File: config.mk
export PLATFORM = sky130hd
export DESIGN_NAME = prold_loader
export DESIGN_NICKNAME = d
export VERILOG_FILES = /design/src/rtl/prold_loader_pkg.sv /design/src/rtl/prold_loader_pack.sv /design/src/rtl/prold_loader.sv
export SDC_FILE = /design/constraint.sdc
export NUM_CORES = 1
export LEC_CHECK = 0
export ABC_AREA = 0
export BUFFER_PORTS_ARGS = -buffer_cell sky130_fd_sc_hd__buf_2
export CELL_PAD_IN_SITES_DETAIL_PLACEMENT = 0
export CELL_PAD_IN_SITES_GLOBAL_PLACEMENT = 1
export CORE_ASPECT_RATIO = 1.4
export CORE_MARGIN = 2
export CORE_UTILIZATION = 44
export DETAILED_ROUTE_END_ITERATION = 8
export GPL_ROUTABILITY_DRIVEN = 1
export PLACE_DENSITY_LB_ADDON = 0.1
export SYNTH_ARGS = -nofsm -noshare
export SYNTH_HDL_FRONTEND = slang
export SYNTH_SLANG_ARGS = --single-unit
File: constraint.sdc
create_clock -name clk -period 3.78 [get_ports clk]
set_input_delay 0 -clock clk [delete_from_list [all_inputs] [get_ports clk]]
set_output_delay 0 -clock clk [all_outputs]
set_load 0.1 [all_outputs]
File: src/rtl/prold_loader_pkg.sv
// Shared definitions for the program loader: prold_info layout, FSM states, defaults.
// pack_prold_info and unpack_prold_info both derive field order from prold_info_t.
package prold_loader_pkg;

  localparam int PL_LEN_WORD         = 32;
  localparam int PL_LEN_MEMISTR_ADDR = 8;
  localparam int PL_LOG_FETCH_PARA   = 1;
  localparam int PL_MEM_WORDS        = 2 ** (PL_LEN_MEMISTR_ADDR + PL_LOG_FETCH_PARA);
  localparam int PL_LEN_PROLD_INFO   = 2 + 2 * PL_LEN_WORD;
  localparam logic [7:0] PL_ACK_BYTE = 8'hAA;

  // mode is the MSB; data occupies the low word
  typedef struct packed {
    logic                   mode;
    logic                   order;
    logic [PL_LEN_WORD-1:0] pc;
    logic [PL_LEN_WORD-1:0] data;
  } prold_info_t;

  typedef enum logic [2:0] {
    ST_HDR   = 3'd0,
    ST_DATA  = 3'd1,
    ST_DRAIN = 3'd2,
    ST_ACK   = 3'd3,
    ST_RUN   = 3'd4,
    ST_ERR   = 3'd5
  } state_e;

  function automatic prold_info_t unpack_prold_info(input logic [PL_LEN_PROLD_INFO-1:0] v);
    return prold_info_t'(v);
  endfunction

endpackage

File: src/rtl/prold_loader_pack.sv
// Combinational packer for the fetch unit's prold_info bus; inverse of unpack_prold_info.
module pack_prold_info
  import prold_loader_pkg::*;
(
  input  logic                         mode,
  input  logic                         order,
  input  logic [PL_LEN_WORD-1:0]       pc,
  input  logic [PL_LEN_WORD-1:0]       data,
  output logic [PL_LEN_PROLD_INFO-1:0] prold_info
);

  prold_info_t info;

  always_comb begin
    info       = '0;
    info.mode  = mode;
    info.order = order;
    info.pc    = pc;
    info.data  = data;
  end

  assign prold_info = info;

endmodule

File: src/rtl/prold_loader.sv
// Loads a little-endian word count and that many 32-bit words from the UART into fetch,
// then releases prold mode after a drain period and handshakes an acknowledge byte.
module prold_loader
  import prold_loader_pkg::*;
#(
  parameter int              LEN_WORD     = PL_LEN_WORD,
  parameter logic [LEN_WORD-1:0] BASE_PC  = '0,
  parameter int              MEM_WORDS    = PL_MEM_WORDS,
  parameter int              DRAIN_CYCLES = 2,
  parameter logic [7:0]      ACK_BYTE     = PL_ACK_BYTE
) (
  input  logic                      clk,
  input  logic                      rst,
  input  logic                      rx_valid,
  input  logic [7:0]                rx_data,
  output logic [2+2*LEN_WORD-1:0]   prold_info,
  output logic                      tx_valid,
  input  logic                      tx_ready,
  output logic [7:0]                tx_data,
  output logic                      load_done,
  output logic                      load_err
);

  localparam int CW = $clog2(MEM_WORDS) + 1;
  localparam int DW = (DRAIN_CYCLES > 1) ? $clog2(DRAIN_CYCLES) : 1;

  state_e              state, state_n;
  logic [1:0]          byte_idx;
  logic [31:0]         count_q;
  logic [31:0]         asm_q;
  logic [CW-1:0]       word_cnt;
  logic [DW-1:0]       drain_cnt;
  logic                mode_q, order_q, tx_valid_q, done_q, err_q;
  logic [LEN_WORD-1:0] pc_q, data_q;
  logic [7:0]          tx_data_q;

  logic [31:0] count_n, word_n;
  logic        last_byte, last_word;

  assign count_n   = {rx_data, count_q[31:8]};
  assign word_n    = {rx_data, asm_q[31:8]};
  assign last_byte = (byte_idx == 2'd3);
  assign last_word = ((32'(word_cnt) + 32'd1) == count_q);

  always_ff @(posedge clk or posedge rst) begin
    if (rst) state <= ST_HDR;
    else     state <= state_n;
  end

  always_comb begin
    state_n = state;
    case (state)
      ST_HDR: begin
        if (rx_valid && last_byte) begin
          if (count_n > 32'(MEM_WORDS)) state_n = ST_ERR;
          else if (count_n == 32'd0)    state_n = ST_DRAIN;
          else                          state_n = ST_DATA;
        end
      end
      ST_DATA:  if (rx_valid && last_byte && last_word) state_n = ST_DRAIN;
      // the write cycle itself is not counted as drain time
      ST_DRAIN: if (!order_q && drain_cnt == DW'(DRAIN_CYCLES - 1)) state_n = ST_ACK;
      ST_ACK:   if (tx_ready) state_n = ST_RUN;
      default:  state_n = state;
    endcase
  end

  always_ff @(posedge clk or posedge rst) begin
    if (rst) begin
      byte_idx   <= '0;
      count_q    <= '0;
      asm_q      <= '0;
      word_cnt   <= '0;
      drain_cnt  <= '0;
      mode_q     <= 1'b1;
      order_q    <= 1'b0;
      pc_q       <= '0;
      data_q     <= '0;
      tx_valid_q <= 1'b0;
      tx_data_q  <= '0;
      done_q     <= 1'b0;
      err_q      <= 1'b0;
    end else begin
      order_q <= 1'b0;
      done_q  <= 1'b0;
      case (state)
        ST_HDR: begin
          if (rx_valid) begin
            count_q  <= count_n;
            byte_idx <= byte_idx + 2'd1;
          end
        end
        ST_DATA: begin
          if (rx_valid) begin
            asm_q    <= word_n;
            byte_idx <= byte_idx + 2'd1;
            if (last_byte) begin
              order_q  <= 1'b1;
              pc_q     <= BASE_PC + (LEN_WORD'(word_cnt) << 2);
              data_q   <= LEN_WORD'(word_n);
              word_cnt <= word_cnt + CW'(1);
            end
          end
        end
        ST_DRAIN: if (!order_q) drain_cnt <= drain_cnt + DW'(1);
        default: ;
      endcase
      if (state == ST_DRAIN && state_n == ST_ACK) begin
        mode_q     <= 1'b0;
        done_q     <= 1'b1;
        tx_valid_q <= 1'b1;
        tx_data_q  <= ACK_BYTE;
      end
      if (state == ST_ACK && state_n == ST_RUN) tx_valid_q <= 1'b0;
      if (state_n == ST_ERR) err_q <= 1'b1;
    end
  end

  pack_prold_info u_pack (
    .mode       (mode_q),
    .order      (order_q),
    .pc         (pc_q),
    .data       (data_q),
    .prold_info (prold_info)
  );

  assign tx_valid  = tx_valid_q;
  assign tx_data   = tx_data_q;
  assign load_done = done_q;
  assign load_err  = err_q;

endmodule

==> run summary <==
Total routed wirelength = 10.9 mm
Clock slew at reported path FFs = 0.05 ns
Ports = 89
Port bufs = 62
Gpl congestion = 0.801
Top cell type's share of synthesized area = 57.0%
Fin nets = 563
Drt drc = 0
Antenna-violating nets left = 0
Post-synth EDFFs = 0
Leakage = 0.00323 uW
RSZ-0062 raised after global routing = no
Sw Share = 43.4%
H-Tree Depth = 4
Total number of vias = 3452
Final Cycle Share = 68.3%
Final total power = 5610 uW
Clock Latency Late Sink = 0.40 ns
Seq/Total Area, Yosys = 57.5%
Slew @ Worst Pin = 0.955 ns
Crit path arrival time = 2.92 ns
Hold/Removal Path Class = in -> reg
F_max = 387 MHz
Syn-to-layout area delta = 20.1%
Comb power frac = 36.8%
Hold EP = byte_idx[0]
HPWL Detailed = 7.50 mm
Status = finished clean
Fin. Hold Viols = 0
Rows = 47
Synth warnings = 0
Register bit total from synthesis = 120
Ant. Diodes = 0
Hold Path Stages = 4
Worst-path fanout max = 3
Final min period = 2.58 ns
Critical path launch point = count_q[30]
Sinks on Clock Net = 120
Clock Tree Buf Depth = 2
Die area = 12800 sq um
WHS = 0.120 ns
Final Max Tran Viols = 0
Power share of the clock group = 28.7%
Syn Area/Cell = 10.9 sq um
Crit path capture type = flop
Critical Path Source Type = flop
Async set-reset flop share out of synthesis = 100%
Ys flop type = dfrtp_1
Commonest non-fill, non-tap cell in the layout = nand2_1
Power per cell area = 893 nW/um^2
Mapped Area = 5230 sq um
Grt ovf = 0
Vias in the first global route = 3678
Routed wire per std cell = 15.4 um
Sw Pwr = 2430 uW
CTS Buf Count = 17
Max Cap Viol = 0
Max VDD drop = 759 uV
Setup TNS = 0 ns
Required @ worst endpoint = 4.12 ns
Post_cts resized = 0
First-pass GRT wire length = 18.5 mm
Worst Skew = 0.00713 ns
First-pass iteration count of the detailed router = 4
Gr usage total = 18.8%
Ranking of synthesized cells by area = dfrtp_1 (57%), mux2_2 (12%), nand2_1 (10%)
Fillers = 1081
Crit Path Category = reg -> reg
Library cells used by synthesis = 45
CTS tree = yes
Worst-case reg-to-reg path depth = 6
Largest net degree at the start of global routing = 65
Sequential share of power = 34.4%
Final Setup Violations = 0
Pint = 3180 uW
Share of cells above drive strength 1 = 29.1%
Slew headroom = 35.9%
Core area = 11700 sq um
Die height = 133 um
Initial antenna violation count = 0
R2R Setup Slk = 1.20 ns
FF-to-FF Start = count_q[30]
Via density = 4.88
Worst reg2reg path endpoint = state[1]
Initial drt markers = 181
Starting Density = 44.7%
Chip Width = 96.1 um
Hold Startpoint = rx_valid
Post-synth top area cell = dfrtp_1
Root Driver = clkbuf_16
Post-Syn Instances = 478
Most frequent cells in the layout = nand2_1 (140), dfrtp_1 (119), buf_2 (62)
layout make-up:
class	instances	area (sq um)	share of cell area, %
Clock buffer	22	474	7.55
Clock inverter	9	123	1.95
Inverter	8	32.5	0.518
Multi-Input combinational cell	324	1990	31.7
Sequential cell	120	3000	47.9
Tap cell	147	184	2.93
Timing Repair Buffer	78	468	7.45
registers in the layout, indices dropped and copies added (netlist names):
signal     flops
tx_valid       1
count_q       32
state          3
word_cnt      10
asm_q         24
load_err       1
load_done      1
data_q        32
byte_idx       2
pc_q          10
mode_q         1
order_q        1
drain_cnt      1
tx_data        1
worst max-delay path by stage:
| stage | end |
|---|---|
| 2_1_floorplan | asm_q[10] |
| 3_3_place_gp | state[1] |
| 3_5_place_dp | state[1] |
| 4_1_cts | state[1] |
| 5_1_grt | state[1] |
| 6_report | state[1] |
what timing repair did:
action                    in CTS  in global routing
hold buffers                  10                  0
buffers inserted               0                  0
hold endpoints to repair      80                  0
critical path, cell delays in order, from the launching register on:
cell	delay [ns]
dfrtp_1	0.39
nor4b_1	0.38
nand4b_1	0.21
or4_1	0.54
or4b_1	0.52
o31ai_2	0.29
o211a_1	0.19
per-layer routing:
layer / share of wire [%] / global-route usage (%) / vias up
met4: 1.7 / 6.03 / 0
li1: - / - / 1664
met3: 4.0 / 4.73 / 18
met2: 52 / 31.3 / 71
met5: 0 / 0 / -
met1: 42 / 23.7 / 1699
synthesized netlist by cell type, drive strengths merged, types with 2 or more instances:
cell / instances
nand2: 141
dfrtp: 119
mux2: 56
buf: 36
clkbuf: 15
xnor2: 15
nor2: 10
nand3: 9
xor2: 9
o21ai: 8
inv: 7
nor3: 6
nor4: 6
nand4: 4
a21oi: 3
a31oi: 3
and3: 2
ha: 2
nand2b: 2
nor4b: 2
or4: 2
logic make-up (layout without fill, tap and decap cells):
group | after synthesis | count (layout) | share of synthesized area (%)
xor+xnor | 24 | 24 | 4.02
buf+inv | 59 | 117 | 6.48
compound gates | 24 | 24 | 3.06
other cells | 1 | 26 | 0.0717
fa+ha+maj | 2 | 2 | 0.479
flops | 120 | 120 | 57.5
mux | 57 | 57 | 12.3
simple gates | 191 | 191 | 16.2
power groups by stage:
stage / Clock, uW / Sequential [uW] / Combinational [uW]
after floorplan: 0 / 2950 / 724
after global placement: 0 / 1940 / 2050
after detailed placement: 0 / 1950 / 2070
after CTS: 1650 / 1940 / 2090
after global routing: 1720 / 1990 / 2180
final: 1610 / 1930 / 2070
per-stage QoR:
| stage | utilization [%] | cell area, sq um | setup slack, ns | instances |
|---|---|---|---|---|
| 4_1_cts | 53.6 | 6280 | 1.18 | 708 |
| 5_1_grt | 53.6 | 6280 | 1.05 | 708 |
| 6_report | 53.6 | 6280 | 1.20 | 708 |
| 3_3_place_gp | 47.7 | 5580 | 1.23 | 667 |
| 2_1_floorplan | - | 5320 | 0.596 | 503 |
| 3_5_place_dp | 47.7 | 5580 | 1.19 | 667 |
Power figures use the tool's default switching activity.
